**src/rtl/adsr_env_if.sv**
```systemverilog
// Control and level bus between a voice controller and the ADSR envelope generator.
// The controller drives the gate, retrig and rates; the envelope block returns level and stage.
interface adsr_env_if #(
  parameter int NBITS = 10
);
  logic             gate;
  logic             retrig;
  logic [NBITS-1:0] attack_rate;
  logic [NBITS-1:0] decay_rate;
  logic [NBITS-1:0] sustain_level;
  logic [NBITS-1:0] release_rate;
  logic [NBITS-1:0] env;
  logic [2:0]       stage;
  logic             active;
  logic             tick;

  modport master (
    output gate, retrig, attack_rate, decay_rate, sustain_level, release_rate,
    input  env, stage, active, tick
  );

  modport slave (
    input  gate, retrig, attack_rate, decay_rate, sustain_level, release_rate,
    output env, stage, active, tick
  );
endinterface

```
**src/rtl/adsr_env.sv**
```systemverilog
// ADSR envelope generator: gate-keyed level that steps once per divided envelope tick.
// Gate and retrig events take precedence over the tick level update in the same cycle.
module adsr_env #(
  parameter int NBITS    = 10,
  parameter int TICK_DIV = 1000
) (
  input  logic       clk,
  input  logic       rst,
  adsr_env_if.slave  bus
);
  localparam int CW = (TICK_DIV > 2) ? $clog2(TICK_DIV) : 1;
  localparam logic [CW-1:0]    CNT_LAST = CW'(TICK_DIV - 1);
  localparam logic [NBITS-1:0] LVL_MAX  = {NBITS{1'b1}};
  localparam logic [NBITS-1:0] LVL_ZERO = {NBITS{1'b0}};

  typedef enum logic [2:0] {
    ST_IDLE    = 3'd0,
    ST_ATTACK  = 3'd1,
    ST_DECAY   = 3'd2,
    ST_SUSTAIN = 3'd3,
    ST_RELEASE = 3'd4
  } stage_t;

  // Widened add, clamped at full scale.
  function automatic logic [NBITS-1:0] sat_add(input logic [NBITS-1:0] a, input logic [NBITS-1:0] b);
    logic [NBITS:0] s;
    s = {1'b0, a} + {1'b0, b};
    if (s > {1'b0, LVL_MAX}) return LVL_MAX;
    else                     return s[NBITS-1:0];
  endfunction

  // Widened subtract, clamped at a floor (also covers underflow).
  function automatic logic [NBITS-1:0] sat_sub(input logic [NBITS-1:0] a, input logic [NBITS-1:0] b,
                                               input logic [NBITS-1:0] floor_lvl);
    logic [NBITS:0] d;
    d = {1'b0, a} - {1'b0, b};
    if (d[NBITS] || (d[NBITS-1:0] < floor_lvl)) return floor_lvl;
    else                                         return d[NBITS-1:0];
  endfunction

  logic [CW-1:0]    cnt_r;
  logic             tick_r;
  logic             gate_d_r;
  stage_t           stage_r;
  stage_t           stage_nxt_s;
  logic [NBITS-1:0] env_r;
  logic [NBITS-1:0] env_nxt_s;
  logic             active_r;

  logic             rise_s;
  logic             fall_s;
  logic             retrig_s;
  logic             held_s;
  logic [NBITS-1:0] attack_lvl_s;
  logic [NBITS-1:0] decay_lvl_s;
  logic [NBITS-1:0] release_lvl_s;

  assign rise_s   = bus.gate & ~gate_d_r;
  assign fall_s   = ~bus.gate & gate_d_r;
  assign retrig_s = bus.retrig & bus.gate;
  assign held_s   = (stage_r == ST_ATTACK) || (stage_r == ST_DECAY) || (stage_r == ST_SUSTAIN);

  assign attack_lvl_s  = (bus.attack_rate == LVL_ZERO) ? LVL_MAX : sat_add(env_r, bus.attack_rate);
  assign decay_lvl_s   = (bus.decay_rate == LVL_ZERO) ? bus.sustain_level
                                                      : sat_sub(env_r, bus.decay_rate, bus.sustain_level);
  assign release_lvl_s = (bus.release_rate == LVL_ZERO) ? LVL_ZERO
                                                        : sat_sub(env_r, bus.release_rate, LVL_ZERO);

  // Free-running tick divider, edge-detect register and envelope state registers.
  always_ff @(posedge clk) begin
    if (rst) begin
      cnt_r    <= {CW{1'b0}};
      tick_r   <= 1'b0;
      gate_d_r <= 1'b0;
      stage_r  <= ST_IDLE;
      env_r    <= LVL_ZERO;
      active_r <= 1'b0;
    end else begin
      cnt_r    <= (cnt_r == CNT_LAST) ? {CW{1'b0}} : cnt_r + CW'(1);
      tick_r   <= (cnt_r == CNT_LAST);
      gate_d_r <= bus.gate;
      stage_r  <= stage_nxt_s;
      env_r    <= env_nxt_s;
      active_r <= (stage_nxt_s != ST_IDLE);
    end
  end

  // Next stage: fall beats rise/retrig, which beat the tick-driven transition.
  always_comb begin
    stage_nxt_s = stage_r;
    if (fall_s && held_s) begin
      stage_nxt_s = ST_RELEASE;
    end else if (retrig_s || rise_s) begin
      stage_nxt_s = ST_ATTACK;
    end else if (tick_r) begin
      case (stage_r)
        ST_IDLE:    stage_nxt_s = ST_IDLE;
        ST_ATTACK:  stage_nxt_s = (attack_lvl_s == LVL_MAX) ? ST_DECAY : ST_ATTACK;
        ST_DECAY:   stage_nxt_s = (decay_lvl_s == bus.sustain_level) ? ST_SUSTAIN : ST_DECAY;
        ST_SUSTAIN: stage_nxt_s = ST_SUSTAIN;
        ST_RELEASE: stage_nxt_s = (release_lvl_s == LVL_ZERO) ? ST_IDLE : ST_RELEASE;
        default:    stage_nxt_s = ST_IDLE;
      endcase
    end else begin
      stage_nxt_s = stage_r;
    end
  end

  // Next level: events freeze or clear the level; otherwise the tick applies the stage's rate.
  always_comb begin
    env_nxt_s = env_r;
    if (fall_s && held_s) begin
      env_nxt_s = env_r;
    end else if (retrig_s) begin
      env_nxt_s = LVL_ZERO;
    end else if (rise_s) begin
      env_nxt_s = env_r;
    end else if (tick_r) begin
      case (stage_r)
        ST_IDLE:    env_nxt_s = LVL_ZERO;
        ST_ATTACK:  env_nxt_s = attack_lvl_s;
        ST_DECAY:   env_nxt_s = decay_lvl_s;
        ST_SUSTAIN: env_nxt_s = bus.sustain_level;
        ST_RELEASE: env_nxt_s = release_lvl_s;
        default:    env_nxt_s = LVL_ZERO;
      endcase
    end else begin
      env_nxt_s = env_r;
    end
  end

  assign bus.env    = env_r;
  assign bus.stage  = stage_r;
  assign bus.active = active_r;
  assign bus.tick   = tick_r;
endmodule
```
**src/flat_wrapper.sv**
```systemverilog
// flat-port wrapper written by rule: the top's interface ports become plain ports
module adsr_env_flat 
#(
  parameter int NBITS    = 10,
  parameter int TICK_DIV = 1000
)
  (clk, rst, bus_gate, bus_retrig, bus_attack_rate, bus_decay_rate, bus_sustain_level, bus_release_rate, bus_env, bus_stage, bus_active, bus_tick);
  adsr_env_if #(.NBITS(NBITS)) bus_i ();
  input  logic clk;
  input  logic rst;
  input wire logic [$bits(bus_i.gate)-1:0] bus_gate;
  input wire logic [$bits(bus_i.retrig)-1:0] bus_retrig;
  input wire logic [$bits(bus_i.attack_rate)-1:0] bus_attack_rate;
  input wire logic [$bits(bus_i.decay_rate)-1:0] bus_decay_rate;
  input wire logic [$bits(bus_i.sustain_level)-1:0] bus_sustain_level;
  input wire logic [$bits(bus_i.release_rate)-1:0] bus_release_rate;
  output wire logic [$bits(bus_i.env)-1:0] bus_env;
  output wire logic [$bits(bus_i.stage)-1:0] bus_stage;
  output wire logic [$bits(bus_i.active)-1:0] bus_active;
  output wire logic [$bits(bus_i.tick)-1:0] bus_tick;
  assign bus_i.gate = bus_gate;
  assign bus_i.retrig = bus_retrig;
  assign bus_i.attack_rate = bus_attack_rate;
  assign bus_i.decay_rate = bus_decay_rate;
  assign bus_i.sustain_level = bus_sustain_level;
  assign bus_i.release_rate = bus_release_rate;
  assign bus_env = bus_i.env;
  assign bus_stage = bus_i.stage;
  assign bus_active = bus_i.active;
  assign bus_tick = bus_i.tick;
  adsr_env #(.NBITS(NBITS), .TICK_DIV(TICK_DIV)) u_core (.clk(clk), .rst(rst), .bus(bus_i));
endmodule
```
**config.mk**
```make
export PLATFORM = sky130hd
export DESIGN_NAME = adsr_env_flat
export DESIGN_NICKNAME = d
export VERILOG_FILES = /design/src/rtl/adsr_env_if.sv /design/src/rtl/adsr_env.sv /design/src/flat_wrapper.sv
export SDC_FILE = /design/constraint.sdc
export NUM_CORES = 1
export LEC_CHECK = 0
export CORE_MARGIN = 3
export CORE_UTILIZATION = 35
export DETAILED_ROUTE_END_ITERATION = 6
export PLACE_DENSITY = 0.58
export SLEW_MARGIN = 20
export SYNTH_ARGS = -nofsm -noshare
export SYNTH_HDL_FRONTEND = slang
export SYNTH_SLANG_ARGS = --single-unit
```
**constraint.sdc**
```tcl
create_clock -name clk -period 4.8 [get_ports clk]
set_input_delay 0.72 -clock clk [delete_from_list [all_inputs] [get_ports clk]]
set_output_delay 0.72 -clock clk [all_outputs]
set_load 0.005 [all_outputs]
```
== Word level (Yosys, flattened, before mapping) ==
Cells that the tools add are included.

* Input port bits: 44
* Word-level logic and storage cells: 58
* Register bits after elaboration: 26

* Bitwise logic cells: 6
* $add $sub $neg: 4
* Equal/unequal tests: 8
* Muxes and demuxes: 17
* $lt $le $gt $ge: 3
* Reductions and logical operators: 14

{| class="wikitable"
|+ Operators with widths
! kind !! count
|-
| $mux W10 || 9
|-
| $logic_not A10 Y1 || 4
|-
| $pmux W10 S4 || 1
|-
| $sub A10 B10 Y11 || 2
|-
| $eq A10 B10 Y1 const B || 2
|-
| $mux W3 || 4
|-
| $pmux W3 S4 || 1
|-
| $add A10 B10 Y11 || 1
|-
| $gt A11 B10 Y1 const B || 1
|-
| $add A10 B1 Y10 const B || 1
|-
| $eq A10 B10 Y1 || 1
|-
| $lt A10 B1 Y1 const B || 1
|-
| $lt A10 B10 Y1 || 1
|-
| $eq A3 B2 Y1 const B || 2
|-
| $logic_or A1 B1 Y1 || 5
|-
| $and A1 B1 Y1 || 3
|-
| $eq A3 B1 Y1 const B || 1
|-
| $eq A3 B3 Y1 const B || 1
|-
| $not A1 Y1 || 3
|-
| $reduce_and A3 Y1 || 1
|-
| $reduce_bool A3 Y1 || 1
|-
| $mux W2 || 1
|-
| $ne A2 B2 Y1 const B || 1
|-
| $reduce_bool A2 Y1 || 1
|-
| other kinds (3) || 3
|}

== Depth between registers and ports, before layout ==
Gate-level depths: netlist (run 1).

* Depth in word-level cells: 12
* Mapped depth: 16
* Gate-level depth less buffers: 16

== Worst setup path before layout (run 1) ==
No wires, ideal clock.

* Path kind: input to register
* From: input port bus_decay_rate[1]
* To: register u_core.env_r[1], in the netlist u_core.bus.env[1]
* Slack: 798 ps
* Required time: 4683 ps
* Setup time: 117 ps
* Arrival time: 3885 ps
* Stages on the path: 15
* Path through: inv_1 -> ha_1 -> nor2b_1 -> o311ai_0 -> a21oi_1 -> a31oi_1 -> xnor2_1 -> ha_1 -> o21a_1 -> o21a_1 -> o221ai_1 -> or3_1 -> mux2_1 -> a221o_1 -> a22o_1

* Word-level cells in the longest chain between the ends: 9
* Elaborated cells on any way between the ends: 10

{| class="wikitable"
|+ Ends and longest elaborated chain
! item !! line !! text
|-
| from (decl) || flat_wrapper.sv:14 || <nowiki>input wire logic [$bits(bus_i.decay_rate)-1:0] bus_decay_rate;</nowiki>
|-
| $sub A10 B10 Y11 || adsr_env.sv:36 || <nowiki>d = {1'b0, a} - {1'b0, b};</nowiki>
|-
| $lt A10 B10 Y1 || adsr_env.sv:37 || <nowiki>if (d[NBITS] || (d[NBITS-1:0] < floor_lvl)) return floor_lvl;</nowiki>
|-
| $logic_or A1 B1 Y1 || adsr_env.sv:37 ||
|-
| $mux W10 || adsr_env.sv:37 ||
|-
| $mux W10 (*) || adsr_env.sv:64 || <nowiki>assign decay_lvl_s = (bus.decay_rate == LVL_ZERO) ? bus.sustain_level</nowiki>
|-
| $pmux W10 S4 (*) || adsr_env.sv:119 || <nowiki>case (stage_r)</nowiki>
|-
| $mux W10 (*) || adsr_env.sv:118 || <nowiki>end else if (tick_r) begin</nowiki>
|-
| $mux W10 (*) || adsr_env.sv:116 || <nowiki>end else if (rise_s) begin</nowiki>
|-
| $mux W10 (*) || adsr_env.sv:114 || <nowiki>end else if (retrig_s) begin</nowiki>
|-
| to (signal assigned) || adsr_env.sv:83 || <nowiki>env_r <= env_nxt_s;</nowiki>
|-
| to (decl) || adsr_env.sv:46 || <nowiki>logic [NBITS-1:0] env_r;</nowiki>
|}

Every way passes the cells marked *; elsewhere a longest branch is shown, timed or not. The select of a mux whose other input is x is not followed.
A chain may end at the register's enable or synchronous reset.

== Worst setup path in the final report (run 1) ==
Ends and elaborated chain as after synthesis.

==> impl_metrics.env, run 1 <==
export IMPL_period_share=0.920
export IMPL_insertion_delay_ns=0.27
export IMPL_post_cts_setup_buffer_count=0
export IMPL_cts_hold_buffers=0
export IMPL_min_path_type="flip-flop to flip-flop"
export IMPL_initial_core_util=0.369
export IMPL_clk_pin_slew_worst_paths_ns=0.09
export IMPL_ctsLongestPathBuffers=2
export IMPL_power_switching_uw=185
export IMPL_cts_root_buf="clkbuf_8"
export IMPL_diodes=0
export IMPL_routedWlPerCell_um=17.8
export IMPL_h_tree_depth=1
export IMPL_fill_cells=1015
export IMPL_critical_path_required_ns=4.97
export IMPL_coreArea_sq_mm=0.00946
export IMPL_arrival_ns=4.59
export IMPL_wl_um=11500
export IMPL_critPathKind="input pin to flip-flop"
export IMPL_syn_to_final_growth_pct=23.6
export IMPL_period_needed_ns=4.42
export IMPL_grt_pass1_wl_um=18600
export IMPL_met1_usage=0.281
export IMPL_grt_ovfl_total=0
export IMPL_place_ws_ns=0.114
export IMPL_hold_violations=0
export IMPL_switching_share=0.319
export IMPL_die_h_um=106
export IMPL_synth_area_per_cell_sq_um=7.64
export IMPL_crit_path_max_fanout=2
export IMPL_gp_congestion=0.929
export IMPL_place_hpwl_um=9510
export IMPL_synth_flop_cell="dfxtp_1"
export IMPL_ant_nets=0
export IMPL_post_synth_top_area_cell="dfxtp_1"
export IMPL_dp_cells=641
export IMPL_worst_slew_margin_rel=0.552
export IMPL_synth_edf_count=0
export IMPL_ys_top_cells_by_area="dfxtp_1 (15%), ha_1 (14%), xnor2_1 (6.0%)"
export IMPL_first_pass_iters=5
export IMPL_multi_input_area_sq_mm=0.00275
export IMPL_synth_top_area_frac=0.149
export IMPL_clock_sinks=26
export IMPL_vias=3674
export IMPL_hold_ws_ns=0.447
export IMPL_worst_pin_slew_ns=0.669
export IMPL_cts_tree="built"
export IMPL_syn_nets=544
export IMPL_antenna_found_initial=0
export IMPL_synth_warnings=0
export IMPL_grt_util_met2=0.335
export IMPL_cap_violations=0
export IMPL_drtIter0Drc=163
export IMPL_grt_pass1_vias=3635
export IMPL_rsz0062_at_grt="no"
export IMPL_cts_resized=0
export IMPL_p_leak_uw=0.00178
export IMPL_p_per_area_mw_per_mm2=135
export IMPL_cts_made_buffers=3
export IMPL_drc_errors=0
export IMPL_top_usage_layer="met2"
export IMPL_synth_area_sq_mm=0.00349
export IMPL_timing_fmax_ghz=0.226
export IMPL_p_comb_frac=0.365
export IMPL_syn_instance_count=457
export IMPL_grt_use_total=0.205
export IMPL_drive_above_1_share=0.0523
export IMPL_row_count=35
export IMPL_use_met3=0.0355
export IMPL_cp_end_kind="flip-flop"
export IMPL_dieArea_sq_mm=0.0112
export IMPL_fin_nets=604
export IMPL_pwr_share_clk=0.246
export IMPL_routed_via_density=5.70
export IMPL_regArea_sq_um=520
export IMPL_ios=59
export IMPL_final_setup_viol_count=0
export IMPL_finalClockSkew_ns=0.00550
export IMPL_ir_drop_mv=0.115
export IMPL_p_int_uw=396
export IMPL_grt_max_degree=20
export IMPL_status="finished, final reports clean"
export IMPL_finalMaxSlewViolations=0
export IMPL_start_kind="input pin"
export IMPL_async_flop_share=0
export IMPL_seq_area_frac_synth=0.149
export IMPL_pwr_share_seq=0.389
export IMPL_synth_cell_type_count=68
export IMPL_finalWorstSetupSlack_ns=0.383
export IMPL_port_buffers=58
export IMPL_instances_no_fill=645
export IMPL_ys_ff_latch=26
export IMPL_die_w_um=106
export IMPL_fin_setup_tns_ns=0
-- power by group through the flow --
stage	Sequential [uW]	Clock [uW]	Combinational (uW)
after CTS	226	147	211
final	226	143	212
after floorplan	228	0	128
after global routing	227	157	237
after detailed placement	231	0	209
after global placement	231	0	207
-- cell usage after synthesis (5+ instances only) --
master / count
inv_1: 47
ha_1: 40
nor2_1: 36
a21oi_1: 29
dfxtp_1: 26
xnor2_1: 24
nand2_1: 23
o21ai_0: 19
nand3_1: 13
nor3_1: 11
nand2b_1: 9
nor4_1: 9
o21a_1: 9
a22o_1: 8
nand4_1: 8
nor2b_1: 8
a21o_1: 7
clkbuf_1: 7
a31oi_1: 6
mux2i_1: 6
o31ai_1: 6
or3_1: 6
xor2_1: 6
a211o_1: 5
a211oi_1: 5
or4_1: 5
-- metrics by stage --
step / util / instance area, sq um / total power, uW
final: 0.456 / 4320 / 581
after global routing: 0.456 / 4320 / 621
after CTS: 0.456 / 4320 / 583
after detailed placement: 0.451 / 4260 / 440
after global placement: 0.451 / 4260 / 438
after floorplan: - / 3490 / 356
-- path summary, 6_finish.rpt --
path                                       start                              to  slack (ns)  depth (start not counted)
hold reg to reg       u_core.cnt_r[0]$_SDFF_PP0_      u_core.cnt_r[0]$_SDFF_PP0_        0.45                          1
setup reg to reg  u_core.bus.env[0]$_SDFFE_PP0P_  u_core.bus.env[1]$_SDFFE_PP0P_        0.81                         16
hold / removal        u_core.cnt_r[0]$_SDFF_PP0_      u_core.cnt_r[0]$_SDFF_PP0_        0.45                          1
setup / recovery               bus_decay_rate[1]  u_core.bus.env[1]$_SDFFE_PP0P_        0.38                         16
-- logic make-up after synthesis --
logic type                 synth area share
buffers and inverters                0.0641
DFF                                   0.149
adders and majority gates             0.161
muxes                                0.0301
xor gates and xnor gates             0.0752
AOI/OAI and AO/OA                     0.285
and+or+nand+nor                       0.236
-- layout make-up --
| cell class | count | share of cell area |
|---|---|---|
| repair buffers | 66 | 0.151 |
| flip-flops and latches | 26 | 0.121 |
| well taps | 129 | 0.0374 |
| clock buffers | 4 | 0.0127 |
| inverters | 48 | 0.0417 |
| multi-input cells | 372 | 0.636 |
-- worst max-delay path: stages --
cell and delay [ns]:
clkdlybuf4s50_1 0.47, inv_1 0.07, ha_1 0.27, nor2b_1 0.15, o311ai_0 0.43, a21oi_1 0.17, a31oi_1 0.23, xnor2_1 0.18
ha_1 0.27, o21a_1 0.18, o21a_1 0.16, o221ai_1 0.28, or3_1 0.19, mux2_1 0.33, a221o_1 0.29, a22o_1 0.19
-- placed cells by master (no fill, tap or decap), types with 13 or more instances in the layout --
master           netlist  final
o21ai_0               19     19
ha_1                  40     40
nand3_1               13     13
a21oi_1               29     29
xnor2_1               24     24
nor2_1                36     36
inv_1                 47     47
clkdlybuf4s50_1        0     58
nand2_1               23     23
dfxtp_1               26     26
-- sequential cells by signal, indices dropped and copies added (netlist names) --
| register | count |
|---|---|
| u_core.bus.stage | 3 |
| u_core.gate_d_r | 1 |
| u_core.bus.active | 1 |
| u_core.cnt_r | 10 |
| u_core.bus.env | 10 |
| u_core.bus.tick | 1 |
-- per-layer routing --
| metal | wire length, um | vias to the layer above | share of wire |
|---|---|---|---|
| met5 | 0 | - | 0 |
| met4 | 245 | 0 | 0.021 |
| met3 | 634 | 20 | 0.055 |
| met2 | 5260 | 106 | 0.46 |
| met1 | 5330 | 1712 | 0.46 |
| li1 | - | 1836 | - |
Power figures use the tool's default switching activity.
==> run 2: changes to the inputs <==
--- a/config.mk
+++ b/config.mk
@@ -6,4 +6,5 @@
 export NUM_CORES = 1
 export LEC_CHECK = 0
+export CORE_ASPECT_RATIO = 1.25
 export CORE_MARGIN = 3
 export CORE_UTILIZATION = 35
==> constraint.sdc (replaced) <==
create_clock -name clk -period 4.8 [get_ports clk]
set_input_delay 0.72 -clock clk [delete_from_list [all_inputs] [get_ports clk]]
set_output_delay 0.72 -clock clk [all_outputs]
set_load 0.01 [all_outputs]
==> impl_metrics.env, run 2 (same netlist as run 1, synthesis figures left out) <==
export IMPL_finalWorstSetupSlack_ns=0.341
export IMPL_grt_ovfl_total=0
export IMPL_critical_path_required_ns=4.96
export IMPL_final_cell_area_sq_mm=0.00436
export IMPL_cap_violations=0
export IMPL_clk_pin_slew_worst_paths_ns=0.07
export IMPL_insertion_delay_ns=0.26
export IMPL_post_cts_setup_buffer_count=0
export IMPL_drc_errors=0
export IMPL_fin_nets=605
export IMPL_timing_fmax_ghz=0.224
export IMPL_post_dp_cell_area_sq_mm=0.00425
export IMPL_slowest_delay_ns=0.49
export IMPL_ant_nets=0
export IMPL_diodes=0
export IMPL_grt_use_total=0.207
export IMPL_die_w_um=95.3
export IMPL_drive_above_1_share=0.0542
export IMPL_pwr_share_seq=0.329
export IMPL_power_switching_uw=196
export IMPL_instances_no_fill=643
export IMPL_finalMaxSlewViolations=0
export IMPL_worst_pin_slew_ns=0.698
export IMPL_clock_sinks=26
export IMPL_p_int_uw=490
export IMPL_p_comb_frac=0.311
export IMPL_coreArea_sq_mm=0.00966
export IMPL_final_setup_viol_count=0
export IMPL_antenna_found_initial=0
export IMPL_ctsLongestPathBuffers=2
export IMPL_syn_to_final_growth_pct=24.8
export IMPL_period_share=0.929
export IMPL_dieArea_sq_mm=0.0112
export IMPL_place_ws_ns=0.0781
export IMPL_arrival_ns=4.62
export IMPL_grt_pass1_wl_um=18300
export IMPL_cts_resized=0
export IMPL_crit_path_top_delay_cell="clkdlybuf4s50_1"
export IMPL_die_h_um=118
export IMPL_switching_share=0.286
export IMPL_initial_core_util=0.362
export IMPL_cts_hold_buffers=0
export IMPL_ir_drop_mv=0.120
export IMPL_pwr_share_clk=0.360
export IMPL_rsz0062_at_grt="no"
export IMPL_hold_violations=0
export IMPL_min_path_type="flip-flop to flip-flop"
export IMPL_grt_max_degree=20
export IMPL_first_pass_iters=5
export IMPL_cp_end_kind="flip-flop"
export IMPL_final_common_cell="clkdlybuf4s50_1"
export IMPL_ios=59
export IMPL_critPathKind="input pin to flip-flop"
export IMPL_cts_tree="built"
export IMPL_place_hpwl_um=9700
export IMPL_period_needed_ns=4.46
export IMPL_fin_setup_tns_ns=0
export IMPL_port_buffers=58
export IMPL_worst_slew_margin_rel=0.533
export IMPL_row_count=40
export IMPL_routedWlPerCell_um=18.3
export IMPL_path_cells="clkdlybuf4s50_1, ha_1, inv_1, fa_1, a21oi_1, o22ai_2, o311a_2, a21oi_1, ha_1, o21a_1, o21a_1, o221ai_1, or3_1, mux2_1, a221o_1, a22o_1"
export IMPL_cts_root_buf="clkbuf_16"
export IMPL_post_route_util=0.451
export IMPL_drtIter0Drc=227
export IMPL_final_cell_mix="clkdlybuf4s50_1 (58), inv_1 (47), ha_1 (40), nor2_1 (36), a21oi_1 (29)"
export IMPL_grt_pass1_vias=3711
export IMPL_cts_made_buffers=3
export IMPL_routed_via_density=5.77
export IMPL_crit_path_max_fanout=2
export IMPL_status="finished, final reports clean"
export IMPL_wl_um=11700
export IMPL_dp_cells=639
export IMPL_h_tree_depth=1
export IMPL_p_per_area_mw_per_mm2=157
export IMPL_gp_congestion=0.967
export IMPL_vias=3708
export IMPL_start_kind="input pin"
export IMPL_finalClockSkew_ns=0.00293
export IMPL_p_leak_uw=0.00180
## run 2: changes by cell type in the layout (fill, tap and decap cells not counted)
| cell | change |
|---|---|
| bufinv_16 | +1 |
| clkbuf_16 | +3 |
| buf_4 | +2 |
| clkbuf_8 | -4 |
| buf_12 | -1 |
## run 2: power by group through the flow
stage / Sequential, uW / Clock [uW] / Combinational, uW
floorplan: 229 / 0 / 128
global placement: 230 / 0 / 211
detailed placement: 230 / 0 / 212
CTS: 225 / 252 / 214
global route: 226 / 257 / 235
finish: 226 / 247 / 213
## run 2: worst paths after layout
| check | depth (start not counted) | endpoint | start | slack, ns |
|---|---|---|---|---|
| max | 16 | u_core.bus.env[1]$_SDFFE_PP0P_ | bus_decay_rate[0] | 0.34 |
| min | 1 | u_core.cnt_r[0]$_SDFF_PP0_ | u_core.cnt_r[0]$_SDFF_PP0_ | 0.45 |
| max reg2reg | 16 | u_core.bus.env[1]$_SDFFE_PP0P_ | u_core.bus.env[0]$_SDFFE_PP0P_ | 0.76 |
| min reg2reg | 1 | u_core.cnt_r[0]$_SDFF_PP0_ | u_core.cnt_r[0]$_SDFF_PP0_ | 0.45 |
## run 2: area by class of cell
type,count,area [sq um]
inverter,48,180
clock buffer,3,75.1
clock inverter,1,30.0
fill,1000,5300
sequential,26,520
timing repair buffer,67,648
tap,126,158
multi-input combinational,372,2750
## run 2: critical path: cells and delay by family
kind | cells | cell delay, ns
AO/OA/AOI/OAI | 9 | 1.98
adder cells (fa/ha/maj) | 3 | 0.85
buffers and inverters | 2 | 0.55
multiplexers | 1 | 0.33
AND/OR/NAND/NOR | 1 | 0.19
## run 2: through the flow
step	power, uW	hold slack [ns]
floorplan	357	0.413
global placement	441	0.424
detailed placement	442	0.442
CTS	691	0.455
global route	718	0.504
finish	686	0.453
## run 2: metal layers
layer  wire, um  vias up  GRT usage
li1           -     1839          -
met1       4890     1732      0.245
met2       5830      114      0.367
met3        679       23     0.0339
met4        345        0     0.0695
met5          0        -          0
==> run 3: changes to the inputs <==
Settings changed: REMOVE_ABC_BUFFERS from default to 1.
==> impl_metrics.env, run 3 (same netlist as run 1, synthesis figures left out) <==
export IMPL_p_int_uw=490
export IMPL_min_path_cells=1
export IMPL_coreArea_sq_mm=0.00966
export IMPL_grt_pass1_vias=3657
export IMPL_pwr_share_clk=0.354
export IMPL_rrSetupSlack_ns=0.71
export IMPL_switching_share=0.283
export IMPL_ios=59
export IMPL_grt_max_degree=20
export IMPL_fin_nets=609
export IMPL_grt_pass1_wl_um=18500
export IMPL_gp_congestion=1.00
export IMPL_grt_use_total=0.211
export IMPL_die_h_um=118
export IMPL_worst_pin_slew_ns=0.713
export IMPL_cts_made_buffers=3
export IMPL_die_w_um=95.3
export IMPL_status="finished, final reports clean"
export IMPL_ctsLongestPathBuffers=2
export IMPL_min_to="u_core.cnt_r[0]$_SDFF_PP0_"
export IMPL_first_pass_iters=4
export IMPL_power_switching_uw=194
export IMPL_hold_violations=0
export IMPL_start_kind="input pin"
export IMPL_vias=3783
export IMPL_insertion_delay_ns=0.26
export IMPL_drc_errors=0
export IMPL_routed_via_density=5.85
export IMPL_cts_resized=0
export IMPL_cts_hold_buffers=0
export IMPL_p_comb_frac=0.316
export IMPL_critPathKind="input pin to flip-flop"
export IMPL_place_ws_ns=0.0692
export IMPL_cp_end_kind="flip-flop"
export IMPL_ant_nets=0
export IMPL_period_needed_ns=4.54
export IMPL_row_count=40
export IMPL_crit_path_max_fanout=3
export IMPL_final_setup_viol_count=0
export IMPL_p_per_area_mw_per_mm2=156
export IMPL_finalClockSkew_ns=0.00468
export IMPL_instances_no_fill=647
export IMPL_h_tree_depth=1
export IMPL_worst_slew_margin_rel=0.521
export IMPL_cts_root_buf="clkbuf_16"
export IMPL_reg2reg_depth=16
export IMPL_dieArea_sq_mm=0.0112
export IMPL_final_common_cell="clkdlybuf4s50_1"
export IMPL_drive_above_1_share=0.0614
export IMPL_diodes=0
export IMPL_clk_pin_slew_worst_paths_ns=0.07
export IMPL_fin_setup_tns_ns=0
export IMPL_grt_ovfl_total=0
export IMPL_syn_to_final_growth_pct=25.7
export IMPL_post_cts_setup_buffer_count=0
export IMPL_critical_path_required_ns=4.95
export IMPL_timing_fmax_ghz=0.221
export IMPL_final_cell_mix="clkdlybuf4s50_1 (58), inv_1 (47), ha_1 (40), nor2_1 (36), a21oi_1 (29)"
export IMPL_pwr_share_seq=0.330
export IMPL_rsz0062_at_grt="no"
export IMPL_period_share=0.945
export IMPL_timing_rr_start="u_core.bus.env[0]$_SDFFE_PP0P_"
export IMPL_drtIter0Drc=196
export IMPL_dp_cells=643
export IMPL_clock_sinks=26
export IMPL_port_buffers=58
export IMPL_cap_violations=0
export IMPL_fill_cells=989
export IMPL_final_cell_area_sq_mm=0.00439
export IMPL_p_leak_uw=0.00183
export IMPL_cts_tree="built"
export IMPL_finalMaxSlewViolations=0
export IMPL_arrival_ns=4.69
export IMPL_hold_ws_ns=0.445
export IMPL_finalWorstSetupSlack_ns=0.265
export IMPL_initial_core_util=0.362
export IMPL_post_dp_cell_area_sq_mm=0.00428
export IMPL_place_hpwl_um=9970
export IMPL_ir_drop_mv=0.182
export IMPL_min_from="u_core.cnt_r[0]$_SDFF_PP0_"
export IMPL_wl_um=12000
export IMPL_antenna_found_initial=0
export IMPL_r2r_end="u_core.bus.env[1]$_SDFFE_PP0P_"
export IMPL_routedWlPerCell_um=18.5
export IMPL_min_path_type="flip-flop to flip-flop"
[run 3: worst max path at each step]
stage / to / slack (ns) / start / cells past startpoint
2_1_floorplan: u_core.bus.env[1]$_SDFFE_PP0P_ / 0.80 / bus_decay_rate[1] / 15
3_3_place_gp: u_core.bus.env[1]$_SDFFE_PP0P_ / 0.16 / bus_decay_rate[1] / 16
3_5_place_dp: u_core.bus.env[1]$_SDFFE_PP0P_ / 0.07 / bus_decay_rate[0] / 16
4_1_cts: u_core.bus.env[1]$_SDFFE_PP0P_ / 0.30 / bus_decay_rate[0] / 16
5_1_grt: u_core.bus.env[1]$_SDFFE_PP0P_ / 0.04 / bus_decay_rate[0] / 16
6_report: u_core.bus.env[1]$_SDFFE_PP0P_ / 0.26 / bus_decay_rate[0] / 16
[run 3: critical path, stage by stage]
cell             delay [ns]
clkdlybuf4s50_1        0.50
ha_1                   0.21
inv_1                  0.07
fa_1                   0.39
a21oi_1                0.22
o22ai_2                0.15
o311a_2                0.36
a21oi_1                0.19
ha_1                   0.27
o21a_1                 0.10
o21a_1                 0.16
o221ai_1               0.33
or3_1                  0.21
mux2_1                 0.32
a221o_1                0.29
a22o_1                 0.19
[run 3: metrics by stage]
step,utilization,total power (uW)
4_1_cts,0.454,690
3_5_place_dp,0.444,445
3_3_place_gp,0.444,443
6_report,0.454,685
5_1_grt,0.454,724
2_1_floorplan,-,355
[run 3: power groups by stage]
stage	logic [uW]	clock network (uW)	registers [uW]
2_1_floorplan	125	0	230
3_3_place_gp	213	0	230
3_5_place_dp	214	0	231
4_1_cts	216	248	226
5_1_grt	239	258	226
6_report	216	243	226
[run 3: layer usage]
layer / vias up / global-route usage / routed length (um) / part of all wire
met5: - / 0 / 0 / 0
met4: 0 / 0.0921 / 652 / 0.055
met3: 32 / 0.0275 / 619 / 0.052
met2: 120 / 0.360 / 5620 / 0.47
met1: 1783 / 0.258 / 5060 / 0.42
li1: 1848 / - / - / -
[run 3: area by class of cell]
cell class	instances	area, sq um	area share
multi-input cells	372	2750	0.626
repair buffers	71	678	0.155
flip-flops and latches	26	520	0.119
inverters	48	180	0.0410
well taps	126	158	0.0359
clock buffers	3	75.1	0.0171
clock inverters	1	30.0	0.00684
